$ cat src/rtl/timer_pkg.sv
`default_nettype none
// ----------------------------------------------------------------------------
// Module      : timer_pkg
// Description : Shared types and elaboration helpers for the timer bank.
// Revision    : 1.0 - initial release
// ----------------------------------------------------------------------------
package timer_pkg;

  // Per-channel FSM states
  typedef enum logic {
    IDLE = 1'b0,
    RUN  = 1'b1
  } state_t;

  // Number of clock cycles per count unit
  function automatic int calc_ticks(input int clk_hz, input int tick_hz);
    return clk_hz / tick_hz;
  endfunction

  // Prescaler register width; clamped to 1 so the vector is always legal
  function automatic int presc_width(input int ticks);
    return (ticks < 2) ? 1 : $clog2(ticks);
  endfunction

endpackage
`default_nettype wire

$ cat src/rtl/timer_channel.sv
`default_nettype none
// ----------------------------------------------------------------------------
// Module      : timer_channel
// Description : One down-counting timer channel: prescaler, count, period,
//               one-shot/periodic mode, start-edge detector, pending flag.
// Revision    : 1.0 - initial release
// ----------------------------------------------------------------------------
module timer_channel
  import timer_pkg::*;
#(
  parameter int TICKS = 10,
  parameter int CNT_W = 16,
  parameter int PW    = presc_width(TICKS)
) (
  input  logic             clk,
  input  logic             rst,
  input  logic             i_start,
  input  logic             i_stop,
  input  logic             i_periodic,
  input  logic             i_enable,
  input  logic             i_irq_ack,
  input  logic [CNT_W-1:0] i_load_value,
  output logic [CNT_W-1:0] o_count,
  output logic             o_done,
  output logic             o_irq_pulse,
  output logic             o_irq_pending
);

  localparam logic [PW-1:0]    c_PRESC_MAX = PW'(TICKS - 1);
  localparam logic [PW-1:0]    c_PRESC_ONE = PW'(1);
  localparam logic [CNT_W-1:0] c_CNT_ONE   = CNT_W'(1);

  state_t           r_state;
  logic             r_start_d;
  logic             r_mode;
  logic [PW-1:0]    r_presc;
  logic [CNT_W-1:0] r_count;
  logic [CNT_W-1:0] r_period;
  logic             r_done;
  logic             r_irq_pulse;
  logic             r_irq_pending;

  logic             w_start_edge;
  logic             w_load_nz;

  // History resets to 0, so a start held high through reset release is an edge
  assign w_start_edge = i_start & ~r_start_d;
  assign w_load_nz    = (i_load_value != '0);

  // Channel FSM with priority stop > start edge > expiry; outputs registered
  always_ff @(posedge clk or posedge rst) begin
    if (rst) begin
      r_state       <= IDLE;
      r_start_d     <= 1'b0;
      r_mode        <= 1'b0;
      r_presc       <= '0;
      r_count       <= '0;
      r_period      <= '0;
      r_done        <= 1'b1;
      r_irq_pulse   <= 1'b0;
      r_irq_pending <= 1'b0;
    end else begin
      r_start_d   <= i_start;
      r_irq_pulse <= 1'b0;
      // Ack clears first so a same-cycle expiry below wins
      if (i_irq_ack) begin
        r_irq_pending <= 1'b0;
      end

      case (r_state)
        IDLE: begin
          r_done <= 1'b1;
          // Stop alongside the edge keeps us idle; the edge is still consumed
          if (w_start_edge && !i_stop && w_load_nz) begin
            r_state  <= RUN;
            r_period <= i_load_value;
            r_count  <= i_load_value;
            r_mode   <= i_periodic;
            r_presc  <= '0;
            r_done   <= 1'b0;
          end
        end

        RUN: begin
          if (i_stop) begin
            r_state <= IDLE;
            r_count <= '0;
            r_presc <= '0;
            r_done  <= 1'b1;
          end else if (w_start_edge) begin
            if (w_load_nz) begin
              r_period <= i_load_value;
              r_count  <= i_load_value;
              r_mode   <= i_periodic;
              r_presc  <= '0;
            end else begin
              // A zero reload cannot run, so the channel falls back to idle
              r_state <= IDLE;
              r_count <= '0;
              r_presc <= '0;
              r_done  <= 1'b1;
            end
          end else if (r_presc == c_PRESC_MAX) begin
            r_presc <= '0;
            if (r_count == c_CNT_ONE) begin
              r_irq_pending <= 1'b1;
              r_irq_pulse   <= i_enable;
              if (r_mode) begin
                r_count <= r_period;
              end else begin
                r_count <= '0;
                r_state <= IDLE;
                r_done  <= 1'b1;
              end
            end else if (r_count != '0) begin
              r_count <= r_count - c_CNT_ONE;
            end
          end else begin
            r_presc <= r_presc + c_PRESC_ONE;
          end
        end

        default: begin
          r_state <= IDLE;
          r_done  <= 1'b1;
        end
      endcase
    end
  end

  assign o_count       = r_count;
  assign o_done        = r_done;
  assign o_irq_pulse   = r_irq_pulse;
  assign o_irq_pending = r_irq_pending;

endmodule
`default_nettype wire

$ cat src/rtl/timer_bank.sv
`default_nettype none
// ----------------------------------------------------------------------------
// Module      : timer_bank
// Description : NUM_CH independent down-counting timers with an aggregated,
//               registered interrupt output.
// Revision    : 1.0 - initial release
// ----------------------------------------------------------------------------
module timer_bank
  import timer_pkg::*;
#(
  parameter int CLK_FREQ_HZ = 27000000,
  parameter int TICK_HZ     = 1000,
  parameter int NUM_CH      = 4,
  parameter int CNT_W       = 16
) (
  input  logic                    clk,
  input  logic                    rst,
  input  logic [NUM_CH-1:0]       start,
  input  logic [NUM_CH-1:0]       stop,
  input  logic [NUM_CH-1:0]       periodic,
  input  logic [NUM_CH-1:0]       i_enable,
  input  logic [NUM_CH-1:0]       irq_ack,
  input  logic [NUM_CH*CNT_W-1:0] load_value,
  output logic [NUM_CH*CNT_W-1:0] count,
  output logic [NUM_CH-1:0]       done,
  output logic [NUM_CH-1:0]       irq_pulse,
  output logic [NUM_CH-1:0]       irq_pending,
  output logic                    irq
);

  localparam int c_TICKS = calc_ticks(CLK_FREQ_HZ, TICK_HZ);
  localparam int c_PW    = presc_width(c_TICKS);

  logic r_irq;

  generate
    if (c_TICKS < 2) begin : g_bad_ticks
      $error("timer_bank: CLK_FREQ_HZ/TICK_HZ must be at least 2");
    end
    if (NUM_CH < 1 || NUM_CH > 16) begin : g_bad_num_ch
      $error("timer_bank: NUM_CH must be in 1..16");
    end
  endgenerate

  generate
    for (genvar k = 0; k < NUM_CH; k++) begin : g_ch
      timer_channel #(
        .TICKS (c_TICKS),
        .CNT_W (CNT_W),
        .PW    (c_PW)
      ) u_ch (
        .clk           (clk),
        .rst           (rst),
        .i_start       (start[k]),
        .i_stop        (stop[k]),
        .i_periodic    (periodic[k]),
        .i_enable      (i_enable[k]),
        .i_irq_ack     (irq_ack[k]),
        .i_load_value  (load_value[k*CNT_W +: CNT_W]),
        .o_count       (count[k*CNT_W +: CNT_W]),
        .o_done        (done[k]),
        .o_irq_pulse   (irq_pulse[k]),
        .o_irq_pending (irq_pending[k])
      );
    end
  endgenerate

  // Aggregate interrupt, registered one cycle behind the pending flags
  always_ff @(posedge clk or posedge rst) begin
    if (rst) begin
      r_irq <= 1'b0;
    end else begin
      r_irq <= |(irq_pending & i_enable);
    end
  end

  assign irq = r_irq;

endmodule
`default_nettype wire

$ cat config.mk
export PLATFORM = sky130hd
export DESIGN_NAME = timer_bank
export DESIGN_NICKNAME = d
export VERILOG_FILES = /design/src/rtl/timer_pkg.sv /design/src/rtl/timer_channel.sv /design/src/rtl/timer_bank.sv
export SDC_FILE = /design/constraint.sdc
export NUM_CORES = 1
export LEC_CHECK = 0
export CAP_MARGIN = 20
export CORE_MARGIN = 2
export CORE_UTILIZATION = 35
export DETAILED_ROUTE_END_ITERATION = 8
export PLACE_DENSITY = 0.52
export SYNTH_ARGS = -nofsm -noshare
export SYNTH_HDL_FRONTEND = slang
export SYNTH_SLANG_ARGS = --single-unit
$ cat constraint.sdc
create_clock -name clk -period 10.1 [get_ports clk]
set_input_delay 2.02 -clock clk [delete_from_list [all_inputs] [get_ports clk]]
set_output_delay 2.02 -clock clk [all_outputs]
set_load 0.01 [all_outputs]
# [After elaboration in Yosys (flattened, before gate mapping)]
# Index checks and enable logic that the tools add are counted.
[op_classes] n_eq_ne=44 n_mux=200 n_reduce_logical=33 n_bitwise=13 addsub=8
[op_table] cell="$mux W16" count=44
[op_table] cell="$pmux W16 S2" count=8
[op_table] cell="$mux W15" count=16
[op_table] cell="$reduce_bool A16 Y1" count=8
[op_table] cell="$pmux W15 S2" count=4
[op_table] cell="$mux W1" count=116
[op_table] cell="$eq A16 B1 Y1 const B" count=4
[op_table] cell="$ne A4 B4 Y1 const B" count=16
[op_table] cell="$sub A16 B1 Y16 const B" count=4
[op_table] cell="$add A15 B1 Y15 const B" count=4
[op_table] cell="$eq A15 B15 Y1 const B" count=4
[op_table] cell="$reduce_and A4 Y1" count=8
[op_table] cell="$ne A2 B2 Y1 const B" count=12
[op_table] cell="$pmux W1 S2" count=12
[op_table] cell="$ne A5 B5 Y1 const B" count=4
[op_table] cell="$reduce_and A3 Y1" count=4
[op_table] cell="$logic_and A1 B1 Y1" count=8
[op_table] cell="$ne A2 B1 Y1 const B" count=4
[op_table] cell="$not A1 Y1" count=8
[op_table] cell="$and A1 B1 Y1" count=4
[op_table] cell="$and A4 B4 Y4" count=1
[op_table] cell="$logic_not A1 Y1" count=4
[op_table] cell="$reduce_or A4 Y1" count=1
[totals] word_cells=335 register_bits=213 output_inout_bits=77

# [Depth between registers and ports, before layout]
[logic_depth] ltp_word=7 mapped_depth=9 mapped_depth_nobuf=8

# [By module]
# A second synthesis with hierarchy kept.
[hier_totals] cells_unflattened=1295 area_unflattened_um2=12315.6
[by_module_without_submodules] mod="timer_channel at g_ch[0].u_ch ..." area_per_inst_um2=3042.9 cells_per_inst=319 n_inst=2 seq_area_each_um2=1327.5
[by_module_without_submodules] mod="timer_channel at g_ch[3].u_ch" area_per_inst_um2=3149.3 cells_per_inst=311 n_inst=1 seq_area_each_um2=1327.5
[by_module_without_submodules] mod="timer_channel at g_ch[2].u_ch" area_per_inst_um2=3032.9 cells_per_inst=341 n_inst=1 seq_area_each_um2=1327.5
[by_module_without_submodules] mod="timer_bank" area_per_inst_um2=47.5 cells_per_inst=5 n_inst=1 seq_area_each_um2=25.0

# [Worst setup path after synthesis]
# OpenSTA, ideal clock, no wires.
[synth_timing] path_kind="input -> register" start="in stop[2]" end="reg g_ch[2].u_ch.r_count[3]" stages=7 n_path_buf=1 path_slack_ps=6451 arrival_time_ps=3528 setup_time_ps=121 cell_sequence="or3b_1 a41oi_2 nor2_1 nor3_2 buf_2 o21ai_0 o22a_1"
[synth_via] elab_chain_len=5 word_cells_on_any_way=9 cone_classes="eq/ne (3); mux (2); reduce/logical (4)"
[synth_lines] element="from (decl)" line="timer_bank.sv:19" text="input logic [NUM_CH-1:0] stop,"
[synth_lines] element="$logic_not A1 Y1" line="timer_channel.sv:74" text="if (w_start_edge && !i_stop && w_load_nz) begin"
[synth_lines] element="$logic_and A1 B1 Y1 (2 in series)" line="timer_channel.sv:74"
[synth_lines] element="$ne A2 B1 Y1 (no line)"
[synth_lines] element="$reduce_and A3 Y1 (no line)"
[synth_lines] element="to (signal assigned)" line="timer_channel.sv:77" text="r_count <= i_load_value;"
[synth_lines] element="to (signal assigned)" line="timer_channel.sv:93" text="r_count <= i_load_value;"
[synth_lines] element="to (signal assigned)" line="timer_channel.sv:109" text="r_count <= r_period;"
[synth_lines] element="to (decl)" line="timer_channel.sv:37" text="logic [CNT_W-1:0] r_count;"
# Parallel ways exist; a longest one is shown, timed or not.
# A chain may end at the register's enable or synchronous reset.

# [Final worst setup path]
[layout_timing] start="in load_value[42]" end="reg g_ch[2].u_ch.r_period[13]"
[layout_via] elab_chain_len=4 word_cells_on_any_way=5 cone_classes="eq/ne (2); reduce/logical (3)"
[layout_lines] element="from (decl)" line="timer_bank.sv:23" text="input logic [NUM_CH*CNT_W-1:0] load_value,"
[layout_lines] element="$reduce_bool A16 Y1 *" line="timer_channel.sv:48" text="assign w_load_nz = (i_load_value != '0);"
[layout_lines] element="$logic_and A1 B1 Y1" line="timer_channel.sv:74"
[layout_lines] element="$ne A2 B1 Y1 (no line)"
[layout_lines] element="$reduce_and A4 Y1 (no line) *"
[layout_lines] element="to (signal assigned)" line="timer_channel.sv:76" text="r_period <= i_load_value;"
[layout_lines] element="to (signal assigned)" line="timer_channel.sv:92" text="r_period <= i_load_value;"
[layout_lines] element="to (decl)" line="timer_channel.sv:38" text="logic [CNT_W-1:0] r_period;"
# Every way passes the cells marked *; elsewhere a longest branch is shown, timed or not.

==> impl_results.html <==
<table>
<tr><th>Metric</th><th>Value</th></tr>
<tr><th colspan="2">Drt</th></tr>
<tr><td>Detailed Route WL</td><td>39200 µm</td></tr>
<tr><td>Via Count</td><td>roughly 11k</td></tr>
<tr><td>Detailed-route DRC error count</td><td>0</td></tr>
<tr><td>Remaining number of nets flagged by the antenna check after routing</td><td>0</td></tr>
<tr><td>First-pass iteration count of the detailed router</td><td>5</td></tr>
<tr><td>WL per Instance</td><td>19.6 µm</td></tr>
<tr><td>DRT iter0 DRCs</td><td>860</td></tr>
<tr><td>Per-cell via count in the routed design</td><td>about 5.7</td></tr>
<tr><th colspan="2">Floorplanning</th></tr>
<tr><td>Die area</td><td>~37000 µm²</td></tr>
<tr><td>Chip width</td><td>192 µm</td></tr>
<tr><td>Count of standard-cell rows</td><td>approximately 70</td></tr>
<tr><td>Effective utilization at floorplan</td><td>between 30% and 40%</td></tr>
<tr><td>Floorplan core area</td><td>about 35000 µm²</td></tr>
<tr><td>Die Ht</td><td>192 µm</td></tr>
<tr><td>Top-level port count</td><td>~160</td></tr>
<tr><th colspan="2">Clocking</th></tr>
<tr><td>Number of buffers inserted for hold repair after clock tree synthesis</td><td>0</td></tr>
<tr><td>Master cell of the clock root buffer</td><td>sky130_fd_sc_hd__clkbuf_16</td></tr>
<tr><td>Post-CTS setup repair buffer count</td><td>0</td></tr>
<tr><td>Worst skew pair latency</td><td>0.53 ns</td></tr>
<tr><td>Worst-path clk slew</td><td>about 0.06 ns</td></tr>
<tr><td>H-tree levels</td><td>1</td></tr>
<tr><td>Cts bufs inserted</td><td>26</td></tr>
<tr><td>Number of clock sinks seen by CTS</td><td>around 210</td></tr>
<tr><td>Number of buffers on the longest clock path</td><td>3</td></tr>
<tr><td>Total of cells resized after clock tree synthesis</td><td>0</td></tr>
<tr><td>TritonCTS clock tree</td><td>yes</td></tr>
<tr><th colspan="2">Run status</th></tr>
<tr><td>Run status</td><td>finished clean</td></tr>
<tr><th colspan="2">Power and ir drop</th></tr>
<tr><td>Static leakage</td><td>6.03 nW</td></tr>
<tr><td>Pwr Density</td><td>roughly 180 nW/µm²</td></tr>
<tr><td>Peak supply drop</td><td>between 0.0001 and 0.00015 V</td></tr>
<tr><th colspan="2">Yosys</th></tr>
<tr><td>Yosys top cell area share</td><td>roughly 42%</td></tr>
<tr><td>Synth Area in Simple Gates</td><td>24.7%</td></tr>
<tr><td>Area share of fa/ha/maj cells after synthesis</td><td>between 1.5 and 2%</td></tr>
<tr><td>Post-synthesis xor/xnor area fraction</td><td>3.10%</td></tr>
<tr><td>Share of synthesized area spent on multiplexers</td><td>about 4.6%</td></tr>
<tr><td>Area fraction in compound gates after synthesis</td><td>a little under a fifth</td></tr>
<tr><td>Number of distinct standard cells referenced by the synthesized netlist</td><td>between 80 and 90</td></tr>
<tr><td>Largest area contributor in the synthesized netlist</td><td>sky130_fd_sc_hd__dfrtp_1</td></tr>
<tr><td>Syn nets</td><td>between 1.5k and 2k</td></tr>
<tr><td>Top cells by instance count after synthesis</td><td>sky130_fd_sc_hd__dfrtp_1 (209), sky130_fd_sc_hd__nand2_1 (181), sky130_fd_sc_hd__nor2_1 (154), sky130_fd_sc_hd__o21ai_0 (138), sky130_fd_sc_hd__nand3_1 (49)</td></tr>
<tr><td>Netlist area before placement</td><td>around 12000 µm²</td></tr>
<tr><td>Sequential share of the synthesized area</td><td>a little over two fifths</td></tr>
<tr><td>Cell types with the largest area share after synthesis</td><td>sky130_fd_sc_hd__dfrtp_1 (42%), sky130_fd_sc_hd__o21ai_0 (5.6%), sky130_fd_sc_hd__nand2_1 (5.5%), sky130_fd_sc_hd__nor2_1 (4.7%), sky130_fd_sc_hd__mux2_2 (4.0%)</td></tr>
<tr><td>Top_reg_cell synth</td><td>sky130_fd_sc_hd__dfrtp_1</td></tr>
<tr><td>Most frequent cell after synthesis</td><td>sky130_fd_sc_hd__dfrtp_1</td></tr>
<tr><td>Fraction of synthesis flops using an asynchronous set or reset pin</td><td>100%</td></tr>
<tr><td>Dominant combinational cell family by area after synthesis</td><td>simple AND/OR/NAND/NOR gates</td></tr>
<tr><td>Number of flops mapped to enable cells by yosys</td><td>0</td></tr>
<tr><td>Number of warning messages in the yosys log</td><td>0</td></tr>
<tr><td>Average instance area after synthesis</td><td>between 8 and 9 µm²</td></tr>
<tr><td>Post-synthesis cell count</td><td>around 1.4k</td></tr>
<tr><td>Seq cells post-synth</td><td>213</td></tr>
<tr><th colspan="2">Worst setup path</th></tr>
<tr><td>Arrival time of data at the critical path endpoint</td><td>about 5.3 ns</td></tr>
<tr><td>Critical path startpoint category</td><td>primary input</td></tr>
<tr><td>Setup crit end kind</td><td>register</td></tr>
<tr><td>Critical-path maximum fanout</td><td>33</td></tr>
<tr><td>Worst setup path class</td><td>primary input to register</td></tr>
<tr><td>Critical Path RT</td><td>10.52 ns</td></tr>
<tr><th colspan="2">Final layout</th></tr>
<tr><td>Final cell area excluding filler cells</td><td>15200 µm²</td></tr>
<tr><td># diodes</td><td>0</td></tr>
<tr><td>Final #Nets</td><td>1621</td></tr>
<tr><td>Proportion of layout cells with a drive suffix above 1</td><td>~8.5%</td></tr>
<tr><td>Sequential standard cell area</td><td>approximately 5300 µm²</td></tr>
<tr><td>Fillcell total</td><td>about 3.5k</td></tr>
<tr><td>Area of the multi-input gates</td><td>6610 µm²</td></tr>
<tr><td>Area Growth Syn to Fin</td><td>22.4%</td></tr>
<tr><td>Final design utilization</td><td>43.2%</td></tr>
<tr><th colspan="2">Global routing</th></tr>
<tr><td>Wire length of the first global-routing pass</td><td>62700 µm</td></tr>
<tr><td>Number of global-route vias before repair</td><td>about 11k</td></tr>
<tr><td>Number of antenna violations at the first check in global routing</td><td>1</td></tr>
<tr><td>GR Util All Layers</td><td>approximately a fifth</td></tr>
<tr><td>Total global routing overflow</td><td>0</td></tr>
<tr><td>Maximum number of pins on one net before global-route repair</td><td>around 130</td></tr>
<tr><th colspan="2">STA</th></tr>
<tr><td>Final setup vio count</td><td>0</td></tr>
<tr><td>Worst hold margin</td><td>0.459 ns</td></tr>
<tr><td>Final cycle utilization of the critical path</td><td>a little under half</td></tr>
<tr><td>Tightest slew margin relative to the limit</td><td>25.8%</td></tr>
<tr><td>Actual transition at the worst max-transition pin</td><td>about 1.1 ns</td></tr>
<tr><td>Final setup TNS</td><td>0 ns</td></tr>
<tr><td>Upper clock frequency limit</td><td>207 MHz</td></tr>
<tr><td>Time the final worst path needs with I/O delays and setup</td><td>between 4 and 5 ns</td></tr>
<tr><td>Worst Setup Slack, final</td><td>5.26 ns</td></tr>
<tr><td>Unrepaired setup endpoints after global routing</td><td>no</td></tr>
<tr><td>Final number of max-transition violations</td><td>0</td></tr>
<tr><td>Clock Skews</td><td>0.0125 ns</td></tr>
<tr><td>Final hold viol count</td><td>0</td></tr>
<tr><th colspan="2">Flow run</th></tr>
<tr><td>Max-Cap Viols</td><td>0</td></tr>
<tr><th colspan="2">Hold path</th></tr>
<tr><td>Worst Hold Class</td><td>register to register</td></tr>
<tr><th colspan="2">Placement</th></tr>
<tr><td>Count of input and output buffers</td><td>162</td></tr>
<tr><td>Final weighted congestion in routability-driven placement</td><td>0.900</td></tr>
<tr><td>Post-place instance area</td><td>14300 µm²</td></tr>
<tr><td>Setup slack after placement</td><td>about 4.8 ns</td></tr>
<tr><td>HPWL after detailed placement</td><td>about 27000 µm</td></tr>
</table>
cells in the final DEF (no fill, tap or decap), types with 13 or more instances in the layout:
cell type / netlist / final
sky130_fd_sc_hd__and3_1: 25 / 25
sky130_fd_sc_hd__nor2_1: 154 / 154
sky130_fd_sc_hd__nand3_1: 49 / 49
sky130_fd_sc_hd__nand2b_1: 16 / 16
sky130_fd_sc_hd__nor4_1: 22 / 22
sky130_fd_sc_hd__dfrtp_1: 209 / 209
sky130_fd_sc_hd__clkbuf_16: 0 / 27
sky130_fd_sc_hd__o31ai_1: 13 / 13
sky130_fd_sc_hd__mux2_2: 44 / 44
sky130_fd_sc_hd__nand2_1: 181 / 181
sky130_fd_sc_hd__o32a_1: 14 / 14
sky130_fd_sc_hd__xnor2_1: 19 / 19
sky130_fd_sc_hd__o21ai_0: 138 / 138
sky130_fd_sc_hd__clkdlybuf4s50_1: 0 / 162
sky130_fd_sc_hd__inv_1: 26 / 25
sky130_fd_sc_hd__xor2_1: 25 / 25
sky130_fd_sc_hd__a31oi_1: 47 / 47
sky130_fd_sc_hd__ha_1: 16 / 16
sky130_fd_sc_hd__nor3_1: 28 / 28
sky130_fd_sc_hd__a21oi_1: 47 / 47
sky130_fd_sc_hd__nand4_1: 24 / 24
metal layers:
| metal | GRT usage, % | vias up | routed length [µm] |
|---|---|---|---|
| li1 | - | 5375 | - |
| met1 | 31.3 | 5580 | 18900 |
| met2 | 32.2 | 338 | 17300 |
| met3 | 3.27 | 57 | 2270 |
| met4 | 5.11 | 0 | 754 |
| met5 | 0 | - | 0 |
cells by family (layout without fill, tap and decap cells):
logic type,Yosys count,count (layout)
multiplexers,51,51
XOR/XNOR,44,44
adder cells (fa/ha/maj),16,16
AND/OR/NAND/NOR,601,601
AO/OA/AOI/OAI,369,369
buffers and inverters,106,245
flip-flops,213,213
worst paths after layout:
path	slack, ns	from	endpoint	depth (start not counted)
max in group asynchronous	6.15	rst	g_ch[2].u_ch.r_period[3]	4
worst min-delay path	0.46	g_ch[3].u_ch.o_done	g_ch[3].u_ch.o_done	2
worst min register to register	0.46	g_ch[3].u_ch.o_done	g_ch[3].u_ch.o_done	2
worst max-delay path	5.26	load_value[42]	g_ch[2].u_ch.r_period[13]	7
min in group asynchronous	2.01	rst	g_ch[0].u_ch.o_irq_pending	2
worst max register to register	6.89	g_ch[1].u_ch.r_presc[0]	g_ch[1].u_ch.o_count[12]	7
cell type report:
class,count,area share [%]
sequential,213,35.1
timing repair buffer,171,11.3
tap,461,3.79
inverter,26,0.691
clock buffer,46,5.44
clock inverter,2,0.230
multi-input combinational,1081,43.5
flip-flops by register name, summed over array words and instances, names as in the netlist:
signal / cells
g_ch.u_ch.o_count: 64
g_ch.u_ch.o_done: 4
g_ch.u_ch.r_period: 64
g_ch.u_ch.r_presc: 60
g_ch.u_ch.o_irq_pending: 4
g_ch.u_ch.r_mode: 4
g_ch.u_ch.r_start_d: 4
g_ch.u_ch.r_state: 4
g_ch.u_ch.o_irq_pulse: 4
irq: 1
stage by stage:
step	total power, W	instances
detailed placement	0.00176	1951
CTS	0.00273	1999
global route	0.00285	2000
finish	0.00270	2000
global placement	0.00175	1950
floorplan	0.00146	1400
worst max-delay path, stage by stage:
cell	delay (ns)
sky130_fd_sc_hd__clkdlybuf4s50_1	0.49
sky130_fd_sc_hd__nor4_1	0.70
sky130_fd_sc_hd__a41oi_2	0.56
sky130_fd_sc_hd__nor2_1	0.87
sky130_fd_sc_hd__nor3_4	0.06
sky130_fd_sc_hd__buf_4	0.27
sky130_fd_sc_hd__a32o_1	0.28
power breakdown:
group | switching, W | internal [W]
registers | 0.000176 | 0.000970
clock network | 0.000378 | 0.000574
logic | 0.000297 | 0.000306
No activity file was read; power rests on OpenSTA's default activity.
